--- config.mk ---
export PLATFORM = sky130hd
export DESIGN_NAME = oam_dma
export DESIGN_NICKNAME = d
export VERILOG_FILES = /design/src/rtl/oam_dma.sv
export SDC_FILE = /design/constraint.sdc
export NUM_CORES = 1
export LEC_CHECK = 0
export CORE_UTILIZATION = 30
export DETAILED_ROUTE_END_ITERATION = 12
export DONT_BUFFER_PORTS = 1
export PLACE_DENSITY = 0.42
export SKIP_LAST_GASP = 1
export SLEW_MARGIN = 20
export SYNTH_ARGS = -nofsm -noshare
export SYNTH_HDL_FRONTEND = slang
export SYNTH_SLANG_ARGS = --single-unit
--- constraint.sdc ---
create_clock -name i_clk -period 5.5 [get_ports i_clk]
set_input_delay 0.55 -clock i_clk [delete_from_list [all_inputs] [get_ports i_clk]]
set_output_delay 0.55 -clock i_clk [all_outputs]
set_load 0.02 [all_outputs]
--- src/rtl/oam_dma.sv ---
// Sprite OAM DMA engine and bus-master mux between the 6502 core and the memory map.
// Define OAM_DMA_ALIGN_EN to enable the parity-based ALIGN cycle (513/514-cycle stall).
module oam_dma #(
  parameter logic [15:0] DMA_TRIGGER_ADDR = 16'h4014,
  parameter logic [15:0] OAM_DATA_ADDR    = 16'h2004
) (
  input  logic        i_clk,
  input  logic        i_reset_n,
  input  logic        i_cpu_rw,
  input  logic [15:0] i_cpu_address,
  input  logic [7:0]  i_cpu_data,
  input  logic [7:0]  i_bus_data,
  output logic        o_rw,
  output logic [15:0] o_address,
  output logic [7:0]  o_data,
  output logic        o_cpu_rdy,
  output logic        o_busy
);

  typedef enum logic [2:0] {
    S_IDLE,
    S_HALT,
`ifdef OAM_DMA_ALIGN_EN
    S_ALIGN,
`endif
    S_READ,
    S_WRITE
  } state_t;

  state_t      state_q, state_d;
  logic [7:0]  page_q,  page_d;
  logic [7:0]  count_q, count_d;
  logic [7:0]  byte_q,  byte_d;

`ifdef OAM_DMA_ALIGN_EN
  logic parity_q;

  always_ff @(posedge i_clk or negedge i_reset_n) begin
    if (!i_reset_n) parity_q <= 1'b0;
    else            parity_q <= ~parity_q;
  end
`endif

  always_ff @(posedge i_clk or negedge i_reset_n) begin
    if (!i_reset_n) begin
      state_q <= S_IDLE;
      page_q  <= '0;
      count_q <= '0;
      byte_q  <= '0;
    end else begin
      state_q <= state_d;
      page_q  <= page_d;
      count_q <= count_d;
      byte_q  <= byte_d;
    end
  end

  always_comb begin
    state_d   = state_q;
    page_d    = page_q;
    count_d   = count_q;
    byte_d    = byte_q;
    o_rw      = 1'b1;
    o_address = {page_q, 8'h00};
    o_data    = '0;
    unique case (state_q)
      S_IDLE: begin
        o_rw      = i_cpu_rw;
        o_address = i_cpu_address;
        o_data    = i_cpu_data;
        if (!i_cpu_rw && (i_cpu_address == DMA_TRIGGER_ADDR)) begin
          page_d  = i_cpu_data;
          count_d = '0;
          state_d = S_HALT;
        end
      end
      S_HALT: begin
`ifdef OAM_DMA_ALIGN_EN
        // parity_q is odd now, so the following cycle is even and READ can start
        state_d = parity_q ? S_READ : S_ALIGN;
`else
        state_d = S_READ;
`endif
      end
`ifdef OAM_DMA_ALIGN_EN
      S_ALIGN: state_d = S_READ;
`endif
      S_READ: begin
        o_address = {page_q, count_q};
        byte_d    = i_bus_data;
        state_d   = S_WRITE;
      end
      S_WRITE: begin
        o_rw      = 1'b0;
        o_address = OAM_DATA_ADDR;
        o_data    = byte_q;
        count_d   = count_q + 8'd1;
        state_d   = (count_q == 8'hFF) ? S_IDLE : S_READ;
      end
      default: state_d = S_IDLE;
    endcase
  end

  assign o_cpu_rdy = (state_q == S_IDLE);
  assign o_busy    = (state_q != S_IDLE);

endmodule

==> summary.txt <==
Outcome
  – Status: completed

Yosys
  – Largest family of logic cells by synthesized area: compound AO/OA/AOI/OAI gates
  – Yosys reg bits: 26
  – Post-synthesis adder-cell area fraction: 0.03925
  – Async set-or-reset flop fraction in the synthesized netlist: 1.000
  – Synth Warn #: 0
  – Number of enable flip-flop cells after synthesis: 0
  – Cell taking the most area after synthesis: dfrtp_1
  – Post-synthesis instance total: 154
  – Synth top area share: 0.4082
  – Mapped Avg Cell Area: 10.35 µm²
  – Synth Area in Simple Gates: 0.1672
  – Multiplexer area fraction after synthesis: 0.1193
  – Synth Area in XOR/XNOR: 0.005495
  – Area contributors post-synth: dfrtp_1 (41%), mux2_2 (11%), a22oi_1 (7.1%), nor2_1 (4.7%), ha_1 (3.9%)
  – Sequential share of the synthesized area: 0.4082
  – Syn nets: 194
  – Compound-Gate Fraction of Synth Area: 0.2119
  – Primary FF master, synth: dfrtp_1
  – Post-Syn Area: 0.001594 mm²
  – Number of library cell types mapped by synthesis: 41

Power and ir drop
  – Leak: 0.0007525 µW
  – Max VDD drop: 91.39 µV
  – Pwr/cell area: 200.7 mW/mm²
  – PnR Total Power: 340.8 µW

Place
  – RePlAce Congestion: 0.7934
  – # port buffers: 0
  – Hpwl dp: 3303 µm
  – Placed insts: 214

STA
  – Final count of hold timing violations: 0
  – Final min period: 3.625 ns
  – Max Slew Vio Count: 0
  – Clk_skew: 0.001811 ns
  – Final Cycle Share: 0.6590
  – F_max: 275.9 MHz
  – Worst-Margin Slew: 1.059 ns
  – Fin Setup TNS: 0 ns
  – RSZ-0062 raised after global routing: no
  – Hold slack: 0.07121 ns
  – Final setup viols: 0
  – Slew HR: 0.2941

Die
  – FP Rows: 26
  – Chip width: 74.90 µm
  – Die height: 74.90 µm
  – Die area: 0.005609 mm²
  – # IOs: 62
  – Initial Utilization: 0.3121
  – Core region area: 0.005107 mm²

Drt
  – First-pass detailed-route iteration total: 4
  – Initial DRC count: 64
  – ANT nets after route: 0
  – Via count: 1307
  – WL/cell: 21.33 µm
  – Final wirelength: 4672 µm
  – Drc violations: 0
  – Avg Vias per Cell: 5.968

GRT
  – Total grt overflow: 0
  – Initial antenna violation count: 0
  – Largest net degree at the start of global routing: 27
  – Vias in the first global route: 1273
  – GRT Resource Usage Total: 0.1695
  – Global-route wire length before repair: 6913 µm

Clock network
  – TritonCTS Sinks: 26
  – Clk Latency, worst-skew pair: 0.28 ns
  – Root buf cell: clkbuf_8
  – Post-CTS setup buffers: 0
  – CTS tree: yes
  – H-Tree Depth: 1
  – CTS Buffer Depth: 2
  – Resize count post-CTS: 0
  – Post-CTS Hold Buffers: 1
  – Clock Pin Slew Worst Setup and Hold Paths: 0.09 ns
  – CTS Buf Count: 3

Critical path
  – Reg2Reg Depth: 7
  – WP data arrival: 3.07 ns
  – Critical path origin: state_q[1]
  – Reg2reg start: state_q[1]
  – Kind of start point of the critical path: flip-flop
  – Worst reg-to-reg setup slack: 2.18 ns
  – Crit Path Category: reg2out
  – CP endpoint kind: output pin
  – Required @ worst endpoint: 4.95 ns
  – Reg2reg end: page_q[0]
  – Crit-path max FO: 21

Finish
  – Fin cells: 219
  – # fillers: 550
  – Share of layout cells above drive strength 1: 0.1946
  – Antenna cells: 0
  – Most frequent cells in the layout: dfrtp_1 (26), nor2_1 (20), mux2_2 (16), a22oi_1 (15), nand2_1 (8)
  – Most common cell after layout, fill and taps aside: dfrtp_1
  – Area Growth Syn to Fin: 6.515%
  – Post-layout nets: 190

Run
  – Max-cap check violation count: 0

Hold path
  – Worst hold path class: in2async
-- cells in the mapped netlist (2+ instances only) --
cell type,number
a32o_1,2
a221o_1,5
clkbuf_1,7
a22o_2,2
nand2_1,8
inv_1,3
dfrtp_1,26
nor3_1,2
nor3b_1,3
mux2_2,16
o21ai_0,2
nand4b_1,2
ha_1,5
a22o_1,6
nand3_1,4
a21oi_1,2
a22oi_1,15
nor2_1,20
o31ai_1,2
-- area by class of cell --
cell class,count,area [µm²],share of cell area
multi-input combinational,114,865.8,0.5099
inverter,3,11.26,0.006632
tap,70,87.58,0.05158
timing repair buffer,2,27.53,0.01621
clock buffer,4,55.05,0.03242
sequential,26,650.6,0.3832
-- metrics by stage --
| stage | utilization | area [µm²] | setup WS, ns |
|---|---|---|---|
| after floorplan | - | 1594 | 3.092 |
| after CTS | 0.3324 | 1698 | 1.955 |
| after global placement | 0.3177 | 1623 | 2.324 |
| final | 0.3324 | 1698 | 1.875 |
| after global routing | 0.3324 | 1698 | 1.705 |
| after detailed placement | 0.3177 | 1623 | 2.241 |
-- worst max-delay path, cell delays in order, from the launching register on --
cell and delay, ns:
dfrtp_1 0.42, inv_1 0.10, ha_1 0.86, inv_1 0.47, nor2_1 0.57, a22o_1 0.37
-- power breakdown --
group          total (µW)  leakage (µW)  internal, µW  switching (µW)
clock                 128     0.0000288          64.2            63.6
combinational        17.4      0.000399          6.86            10.5
sequential            196      0.000325           194            1.60
total                 341      0.000752           265            75.7
-- routing by layer --
metal,GRT usage,vias to the layer above,part of all wire,routed length [µm]
met5,0,-,0,0
met3,0.04552,9,0.083,386
met2,0.2813,55,0.49,2267
li1,-,575,-,-
met1,0.2124,668,0.42,1940
met4,0.06080,0,0.017,78
-- sequential cells by signal, summed over array words and instances, names as in the netlist --
register  flops
count_q       8
byte_q        8
page_q        8
state_q       2
-- cells by family after synthesis --
group,after synthesis
compound gates,41
xor+xnor,1
buf+inv,14
mux,17
flops,26
simple gates,50
fa+ha+maj,5
-- how the worst max path moves through the flow --
stage,endpoint,slack (ns),cells after the start
global placement,page_q[7],2.32,7
finish,o_address[10],1.88,5
detailed placement,page_q[6],2.24,7
global route,o_address[10],1.70,5
floorplan,page_q[0],3.09,7
CTS,o_address[10],1.95,5
(Power assumes the default switching activity.)
